===== config.mk =====
export PLATFORM = sky130hd
export DESIGN_NAME = grid_scan_reader
export DESIGN_NICKNAME = d
export VERILOG_FILES = /design/src/rtl/grid_scan_reader.sv
export SDC_FILE = /design/constraint.sdc
export NUM_CORES = 1
export LEC_CHECK = 0
export ABC_AREA = 1
export CORE_ASPECT_RATIO = 2
export CORE_MARGIN = 2
export CORE_UTILIZATION = 40
export DETAILED_ROUTE_END_ITERATION = 6
export GPL_ROUTABILITY_DRIVEN = 0
export GPL_TIMING_DRIVEN = 0
export PLACE_DENSITY = 0.69
export SYNTH_ARGS = -nofsm -noshare
export SYNTH_HDL_FRONTEND = slang
export SYNTH_SLANG_ARGS = --single-unit

===== constraint.sdc =====
create_clock -name clk -period 4.7 [get_ports clk]
set_input_delay 0.705 -clock clk [delete_from_list [all_inputs] [get_ports clk]]
set_output_delay 0.705 -clock clk [all_outputs]
set_load 0.05 [all_outputs]

===== src/rtl/grid_scan_reader.sv =====
// grid_scan_reader
// Read-side port for the cell memory grid. A start request freezes the whole
// nr*nc state vector into a snapshot register. The port then streams each cell
// in row-major order over a valid/ready handshake, tagged with its row/column.
// It reports the live-cell population of the scan and pulses done at the end.
//
// Build option: define GRID_SCAN_POPCOUNT_EN to include the population
// counter. When it is undefined, pop_count is tied to zero.
module grid_scan_reader #(
    parameter int nr       = 20,
    parameter int nc       = 20,
    parameter int addr_len = 6,
    parameter int pop_len  = 9
) (
    input  logic                   clk,
    input  logic                   clr,
    input  logic                   start,
    input  logic [nr*nc-1:0]       states,
    output logic                   busy,
    output logic                   rd_valid,
    input  logic                   rd_ready,
    output logic [addr_len-1:0]    rd_row,
    output logic [addr_len-1:0]    rd_col,
    output logic                   rd_data,
    output logic                   rd_last,
    output logic                   done,
    output logic [pop_len-1:0]     pop_count
);

    localparam int NCELL = nr * nc;
    localparam int IDX_W = (NCELL > 1) ? $clog2(NCELL) : 1;

    typedef enum logic [1:0] {
        IDLE   = 2'd0,
        STREAM = 2'd1,
        DONE   = 2'd2
    } state_t;

    state_t                state_q;
    logic [NCELL-1:0]      snap_q;
    logic [addr_len-1:0]   row_q;
    logic [addr_len-1:0]   col_q;
    // Flat cell index kept alongside row/col so no multiplier is needed.
    logic [IDX_W-1:0]      idx_q;
    logic                  data_q;
    logic                  last_q;
    logic                  valid_q;
    logic                  busy_q;
    logic                  done_q;

    logic [addr_len-1:0]   row_d;
    logic [addr_len-1:0]   col_d;
    logic [IDX_W-1:0]      idx_d;
    logic                  last_d;
    logic                  data_d;

    // Position of the next cell after a transfer, with the data and last flag
    // looked up ahead of time so that the outputs remain pure registers.
    always_comb begin
        row_d = row_q;
        col_d = col_q + addr_len'(1);
        if (col_q == addr_len'(nc - 1)) begin
            col_d = '0;
            row_d = row_q + addr_len'(1);
        end
        idx_d  = idx_q + IDX_W'(1);
        last_d = (row_d == addr_len'(nr - 1)) && (col_d == addr_len'(nc - 1));
        data_d = 1'b0;
        if (!last_q) begin
            data_d = snap_q[idx_d];
        end
    end

    // Scan FSM with registered handshake, address and status outputs.
    always_ff @(posedge clk) begin
        if (clr) begin
            state_q <= IDLE;
            snap_q  <= '0;
            row_q   <= '0;
            col_q   <= '0;
            idx_q   <= '0;
            data_q  <= 1'b0;
            last_q  <= 1'b0;
            valid_q <= 1'b0;
            busy_q  <= 1'b0;
            done_q  <= 1'b0;
        end else begin
            case (state_q)
                IDLE: begin
                    done_q  <= 1'b0;
                    valid_q <= 1'b0;
                    busy_q  <= 1'b0;
                    if (start) begin
                        snap_q  <= states;
                        row_q   <= '0;
                        col_q   <= '0;
                        idx_q   <= '0;
                        data_q  <= states[0];
                        last_q  <= (NCELL == 1);
                        valid_q <= 1'b1;
                        busy_q  <= 1'b1;
                        state_q <= STREAM;
                    end
                end
                STREAM: begin
                    if (rd_ready) begin
                        if (last_q) begin
                            valid_q <= 1'b0;
                            data_q  <= 1'b0;
                            last_q  <= 1'b0;
                            done_q  <= 1'b1;
                            state_q <= DONE;
                        end else begin
                            row_q  <= row_d;
                            col_q  <= col_d;
                            idx_q  <= idx_d;
                            data_q <= data_d;
                            last_q <= last_d;
                        end
                    end
                end
                DONE: begin
                    done_q  <= 1'b0;
                    busy_q  <= 1'b0;
                    state_q <= IDLE;
                end
                default: begin
                    state_q <= IDLE;
                    valid_q <= 1'b0;
                    busy_q  <= 1'b0;
                    done_q  <= 1'b0;
                end
            endcase
        end
    end

`ifdef GRID_SCAN_POPCOUNT_EN
    logic [pop_len-1:0] pop_q;

    // Live-cell count: cleared on an accepted start, bumped on each live transfer.
    always_ff @(posedge clk) begin
        if (clr) begin
            pop_q <= '0;
        end else if (state_q == IDLE && start) begin
            pop_q <= '0;
        end else if (state_q == STREAM && rd_ready && data_q) begin
            pop_q <= pop_q + pop_len'(1);
        end
    end

    assign pop_count = pop_q;
`else
    assign pop_count = '0;
`endif

    assign busy     = busy_q;
    assign rd_valid = valid_q;
    assign rd_row   = row_q;
    assign rd_col   = col_q;
    assign rd_data  = data_q;
    assign rd_last  = last_q;
    assign done     = done_q;

endmodule

==> results_dict.tcl, run 1 <==
set metrics [dict create \
    fin_util 0.537 \
    fin_crit_ns 3.27 \
    p_comb_frac 0.201 \
    max_freq_mhz 306 \
    worst_hold_slack_ns 0.454 \
    h-tree-depth 2 \
    drcViolationCount 2 \
    dp_cells 3794 \
    rsz0062_at_grt "false" \
    skew_ns 0.0173 \
    crit_path_frequent_cell "nand2_1" \
    cts_resized 0 \
    slew_headroom 0.0528 \
    syn2layout_area_growth_pct 33.3 \
    cp.required_ns 5.18 \
    fp-row-count 113 \
    io_buffers 419 \
    clk_latency_ns 0.56 \
    hold_viol 0 \
    period_share 0.695 \
    fin_cells 3869 \
    syn_area_sq_um 19100 \
    synth_seq_cells 428 \
    vias_per_cell 5.56 \
    clockBufferDepth 3 \
    p_switching_mw 2.73 \
    cts_tree "done" \
    hp-class "flip-flop to flip-flop" \
    crit_fanout 10 \
    antenna_found_initial 10 \
    critPathBufInv 3 \
    total_power_mw 9.25 \
    numCtsBuffers 40 \
    clock_power_share 0.362 \
    grt_overflow_total 0 \
    die_area_sq_um 49600 \
    detailed_place_hpwl_microns 68600 \
    power.density_nw_per_um2 364 \
    dieHeight_microns 313 \
    met2WireLength_microns 42500 \
    setup_viol 0 \
    critPathLaunchType "flip-flop" \
    failed_checks "design-rule violations" \
    critPathKind "flip-flop to flip-flop" \
    endpoint_kind "flip-flop" \
    layout-drive-gt1-share 0.0427 \
    grt_pass1_wl_microns 127000 \
    grt_usage 0.352 \
    met3WireLength_microns 7880 \
    sequentialPowerShare 0.436 \
    root_buffer "clkbuf_16" \
    path_cells "ha_1 -> buf_2 -> inv_2 -> clkbuf_1 -> o211ai_1 -> nand2_1 -> nand2_1 -> nand3_1 -> nand3_1 -> nand3_1 -> nand2_1 -> nor2_1 -> nand2_1 -> nand3_1 -> nand2_1 -> a21oi_1" \
    crit_family "simple AND/OR/NAND/NOR gates" \
    synth_cell_type_count 32 \
    multiInputGateArea_sq_um 8610 \
    fin_ws_ns 1.43 \
    die_w_microns 159 \
    top_layer_used "met5" \
    start_util 0.403 \
    fp.coreArea_sq_um 47400 \
    synth_area_per_cell_sq_um 6.98 \
    dr.pass1.iters 7 \
    cts_setup_buffers 0 \
    design_area_sq_um 25500 \
    wirelength_microns 89900 \
    clkSinkCount 428 \
    status "finished with violations" \
    hold_buffers 0 \
    pin_count 430 \
    regArea_sq_um 8570 \
    cap_violations 0 \
    grt_pass1_vias 21300 \
    wl_met1_microns 29300 \
    switching_share 0.295 \
    grt_max_degree 16 \
    leakage_nw 9.96 \
    crit_arrival_ns 3.74 \
    vias 21500 \
    clk_pin_slew_worst_paths_ns 0.07 \
    irDropWorstVdd_v 0.000221 \
    yosysSeqAreaShare 0.449 \
    layout.nets 3612 \
    drv_slew 0 \
    syn_inst 2735 \
    worst_pin_slew_ns 1.42 \
    cpPeakStageDelay_ns 0.79 \
    dpl_cell_area_sq_um 24100 \
    tns_ns 0 \
    avgRoutedWirePerCell_microns 23.2 \
    nFillCells 4615 \
    drt_iter0_markers 1930 \
    pre_cts_ws_ns 1.45 \
    cp_slowest_cell "clkbuf_1" \
    p_int_mw 6.53 \
    ant_nets 0 \
    ys_warn_count 0 \
]
==> kinds of logic (layout without fill, tap and decap cells) <==
logic type                 Yosys count  after routing  share of synthesized area
adders and majority gates            4              4                    0.00262
DFF                                428            428                      0.449
xor gates and xnor gates            11             11                    0.00681
other                                1             13                   0.000196
and+or+nand+nor                    910            910                      0.193
buffers and inverters              487            977                      0.102
AOI/OAI and AO/OA                  894            894                      0.247
==> final timing paths <==
| kind | from | endpoint | slack [ns] | cells after the start |
|---|---|---|---|---|
| setup reg to reg | idx_q[0]$_SDFFE_PP0P_ | rd_data$_SDFFE_PP0P_ | 1.43 | 16 |
| hold reg to reg | snap_q[52]$_SDFFE_PP0P_ | snap_q[52]$_SDFFE_PP0P_ | 0.45 | 2 |
| hold / removal | snap_q[52]$_SDFFE_PP0P_ | snap_q[52]$_SDFFE_PP0P_ | 0.45 | 2 |
| setup / recovery | idx_q[0]$_SDFFE_PP0P_ | rd_data$_SDFFE_PP0P_ | 1.43 | 16 |
==> cell type report <==
class / count / share of cell area
Sequential cell: 428 / 0.337
Buffer: 229 / 0.0385
Multi-Input combinational cell: 1828 / 0.338
Inverter: 258 / 0.0380
Timing Repair Buffer: 419 / 0.165
Clock buffer: 60 / 0.0478
Tap cell: 632 / 0.0311
Antenna cell: 4 / 0.000393
Clock inverter: 11 / 0.00437
==> registers in the layout (all words and copies together), names as in the netlist <==
| name | flops |
|---|---|
| snap_q | 400 |
| idx_q | 9 |
| rd_col | 6 |
| rd_row | 6 |
| state_q | 2 |
| busy | 1 |
| done | 1 |
| rd_data | 1 |
| rd_last | 1 |
| rd_valid | 1 |
==> power by group through the flow <==
stage | Clock, mW | Combinational, mW | Sequential (mW)
after floorplan | 0 | 0.935 | 4.09
after global placement | 0 | 1.78 | 4.10
after detailed placement | 0 | 1.80 | 4.11
after CTS | 3.35 | 1.81 | 4.03
after global routing | 3.49 | 1.99 | 4.06
final | 3.35 | 1.86 | 4.04
==> Yosys cell counts (all sizes together) <==
cell type	number	share of area
o21ai	481	0.13
dfxtp	428	0.45
nor2	400	0.079
a21oi	314	0.082
nand2	314	0.062
inv	256	0.050
nand3	181	0.047
clkbuf	163	0.032
o211ai	94	0.037
buf	66	0.019
xor2	7	0.0046
nor3	5	0.0013
ha	4	0.0026
nand4	4	0.0013
or2	4	0.0013
xnor2	4	0.0022
clkinv	2	0.00039
o22ai	2	0.00065
a221oi	1	0.00046
conb	1	0.00020
nor3b	1	0.00039
nor4	1	0.00033
o21a	1	0.00039
o21bai	1	0.00039
==> routing by layer <==
| layer | global-route usage | vias up |
|---|---|---|
| met3 | 0.0594 | 446 |
| li1 | - | 9943 |
| met2 | 0.594 | 1400 |
| met5 | 0 | - |
| met4 | 0.334 | 10 |
| met1 | 0.361 | 9723 |
==> worst register-to-register path, cell delays in order, from the launching register on <==
cell and delay [ns]:
dfxtp_1 0.35, ha_1 0.34, buf_2 0.18, inv_2 0.09, clkbuf_1 0.79, o211ai_1 0.22
nand2_1 0.16, nand2_1 0.06, nand3_1 0.09, nand3_1 0.10, nand3_1 0.14, nand2_1 0.06
nor2_1 0.18, nand2_1 0.14, nand3_1 0.11, nand2_1 0.07, a21oi_1 0.12
==> layout by cell type, fill, tap and decap left out, types with 3 or more instances in the layout <==
| cell type | n |
|---|---|
| inv_1 | 251 |
| or2_2 | 4 |
| buf_4 | 18 |
| nor3_1 | 5 |
| xor2_1 | 5 |
| clkinv_2 | 7 |
| a21oi_1 | 314 |
| dfxtp_1 | 428 |
| clkdlybuf4s50_1 | 419 |
| inv_2 | 5 |
| nor2_1 | 400 |
| diode_2 | 4 |
| clkbuf_8 | 12 |
| o21ai_0 | 467 |
| clkbuf_16 | 41 |
| o211ai_1 | 94 |
| nand4_1 | 4 |
| buf_1 | 6 |
| nand2_1 | 312 |
| clkbuf_1 | 170 |
| o21ai_1 | 14 |
| conb_1 | 9 |
| xnor2_1 | 3 |
| nand3_1 | 181 |
| ha_1 | 4 |
| buf_2 | 42 |
(Power assumes the default switching activity.)
==> run 2, diff against run 1 <==
Settings changed: PLACE_DENSITY 0.69 to 0.71.
Clock period 4.7 ns to 2.8 ns, I/O delays scaled along.
==> run 2 against run 1 <==
  * The run now ends clean
  * Global-route usage grew 0.38 points
  * Routed wire length grew 1.6%
  * Worst setup slack lost 1.4 ns
==> results_dict.tcl, run 2 (synthesis results as in run 1) <==
set metrics [dict create \
    grt_pass1_vias 21400 \
    avgRoutedWirePerCell_microns 23.6 \
    status "completed" \
    top_register "snap_q" \
    die_w_microns 159 \
    slew_headroom 0.178 \
    pin_count 430 \
    cts_setup_buffers 0 \
    reg_top3 "snap_q x400, idx_q x9" \
    root_buffer "clkbuf_16" \
    crit_end "rd_data$_SDFFE_PP0P_" \
    setup_viol 0 \
    critical_path_cell_count 14 \
    critPathKind "flip-flop to flip-flop" \
    critPathBufInv 3 \
    leakage_nw 10.0 \
    clk_pin_slew_worst_paths_ns 0.07 \
    layout-drive-gt1-share 0.0498 \
    grt_max_degree 17 \
    cp_slowest_cell "dfxtp_1" \
    hp-class "input pin to flip-flop" \
    dr.pass1.iters 6 \
    h-tree-depth 2 \
    critPathLaunchType "flip-flop" \
    crit_arrival_ns 3.27 \
    crit_family "simple AND/OR/NAND/NOR gates" \
    cpPeakStageDelay_ns 0.35 \
    ant_nets 0 \
    numCtsBuffers 39 \
    clk_latency_ns 0.55 \
    design_area_sq_um 25600 \
    r2r-start "idx_q[0]$_SDFFE_PP0P_" \
    crit_fanout 10 \
    hold_depth 2 \
    dieHeight_microns 313 \
    power.density_nw_per_um2 619 \
    fin_crit_ns 2.79 \
    fp.coreArea_sq_um 47400 \
    vias_per_cell 5.63 \
    max_freq_mhz 359 \
    cts_tree "done" \
    vias 21800 \
    start_util 0.403 \
    detailed_place_hpwl_microns 69100 \
    wirelength_microns 91300 \
    layout_commonest_cell "o21ai_0" \
    layout.nets 3611 \
    cap_violations 0 \
    rsz0062_at_grt "false" \
    grt_usage 0.356 \
    endpoint_kind "flip-flop" \
    rr_endpoint "rd_data$_SDFFE_PP0P_" \
    drcViolationCount 0 \
    grt_overflow_total 0 \
    period_share 0.995 \
    syn2layout_area_growth_pct 33.8 \
    crit_path_start "idx_q[0]$_SDFFE_PP0P_" \
    cp.required_ns 3.28 \
    largest_reg_flops 400 \
    skew_ns 0.0189 \
    worst_hold_slack_ns 0.250 \
    total_power_mw 15.8 \
    dpl_cell_area_sq_um 24100 \
    fin_util 0.540 \
    antenna_found_initial 8 \
    irDropWorstVdd_v 0.000388 \
    final_cell_mix "467 x o21ai_0, 428 x dfxtp_1, 419 x clkdlybuf4s50_1, 400 x nor2_1, 314 x a21oi_1" \
    fp-row-count 113 \
    reg2regPathDepth 14 \
    hold_viol 0 \
    clkSinkCount 428 \
    die_area_sq_um 49600 \
    worst_pin_slew_ns 1.23 \
    r2r_slack_ns 0.01 \
    crit_path_frequent_cell "nor2_1" \
    drv_slew 0 \
    path_cells "ha_1 -> buf_2 -> clkbuf_4 -> buf_4 -> o211ai_1 -> nand3_1 -> a21oi_1 -> nor2_1 -> nor2_1 -> nor2_1 -> nand2_1 -> nand3_1 -> nand2_1 -> a21oi_1" \
    drt_iter0_markers 2159 \
    clockBufferDepth 3 \
    io_buffers 419 \
    grt_pass1_wl_microns 129000 \
]
## run 2: layout make-up
| type | instances | area, sq um |
|---|---|---|
| clock inverters | 12 | 194 |
| plain buffers | 229 | 1040 |
| flip-flops and latches | 428 | 8570 |
| fillers | 4588 | 21800 |
| multi-input cells | 1828 | 8620 |
| well taps | 632 | 791 |
| clock buffers | 58 | 1180 |
| repair buffers | 419 | 4190 |
| diodes | 2 | 5.00 |
| inverters | 258 | 971 |
## run 2: worst min path at each step
stage | startpoint | to
global placement | snap_q[69]$_SDFFE_PP0P_ | snap_q[69]$_SDFFE_PP0P_
finish | clr | rd_valid$_SDFFE_PP0P_
floorplan | snap_q[384]$_SDFFE_PP0P_ | snap_q[384]$_SDFFE_PP0P_
global route | clr | rd_valid$_SDFFE_PP0P_
CTS | clr | rd_valid$_SDFFE_PP0P_
detailed placement | snap_q[254]$_SDFFE_PP0P_ | snap_q[254]$_SDFFE_PP0P_
## run 2: power by group
part | internal [mW] | switching [mW]
clock network | 3.39 | 2.47
registers | 6.58 | 0.205
logic | 1.20 | 1.97
## run 2: what timing repair did
action	CTS	global route
gates resized for setup	21	35
cloned	0	0
hold buffers	0	0
endpoints found under the hold margin	0	0
endpoints found under the setup margin	1	1
## run 2: metrics by stage
step / instances / setup WS (ns) / setup TNS, ns
6_report: 3866 / 0.0129 / 0
3_5_place_dp: 3794 / -0.291 / -2.16
5_1_grt: 3864 / 0.00125 / 0
2_1_floorplan: 2743 / 0.803 / 0
4_1_cts: 3864 / 0.0117 / 0
3_3_place_gp: 3794 / -0.236 / -1.29
## run 2: metal layers
metal / vias up / GRT usage / wire, microns
li1: 9936 / - / -
met1: 9858 / 0.363 / 29400
met2: 1490 / 0.605 / 43300
met3: 485 / 0.0716 / 8600
met4: 12 / 0.315 / 9880
met5: - / 0 / 83
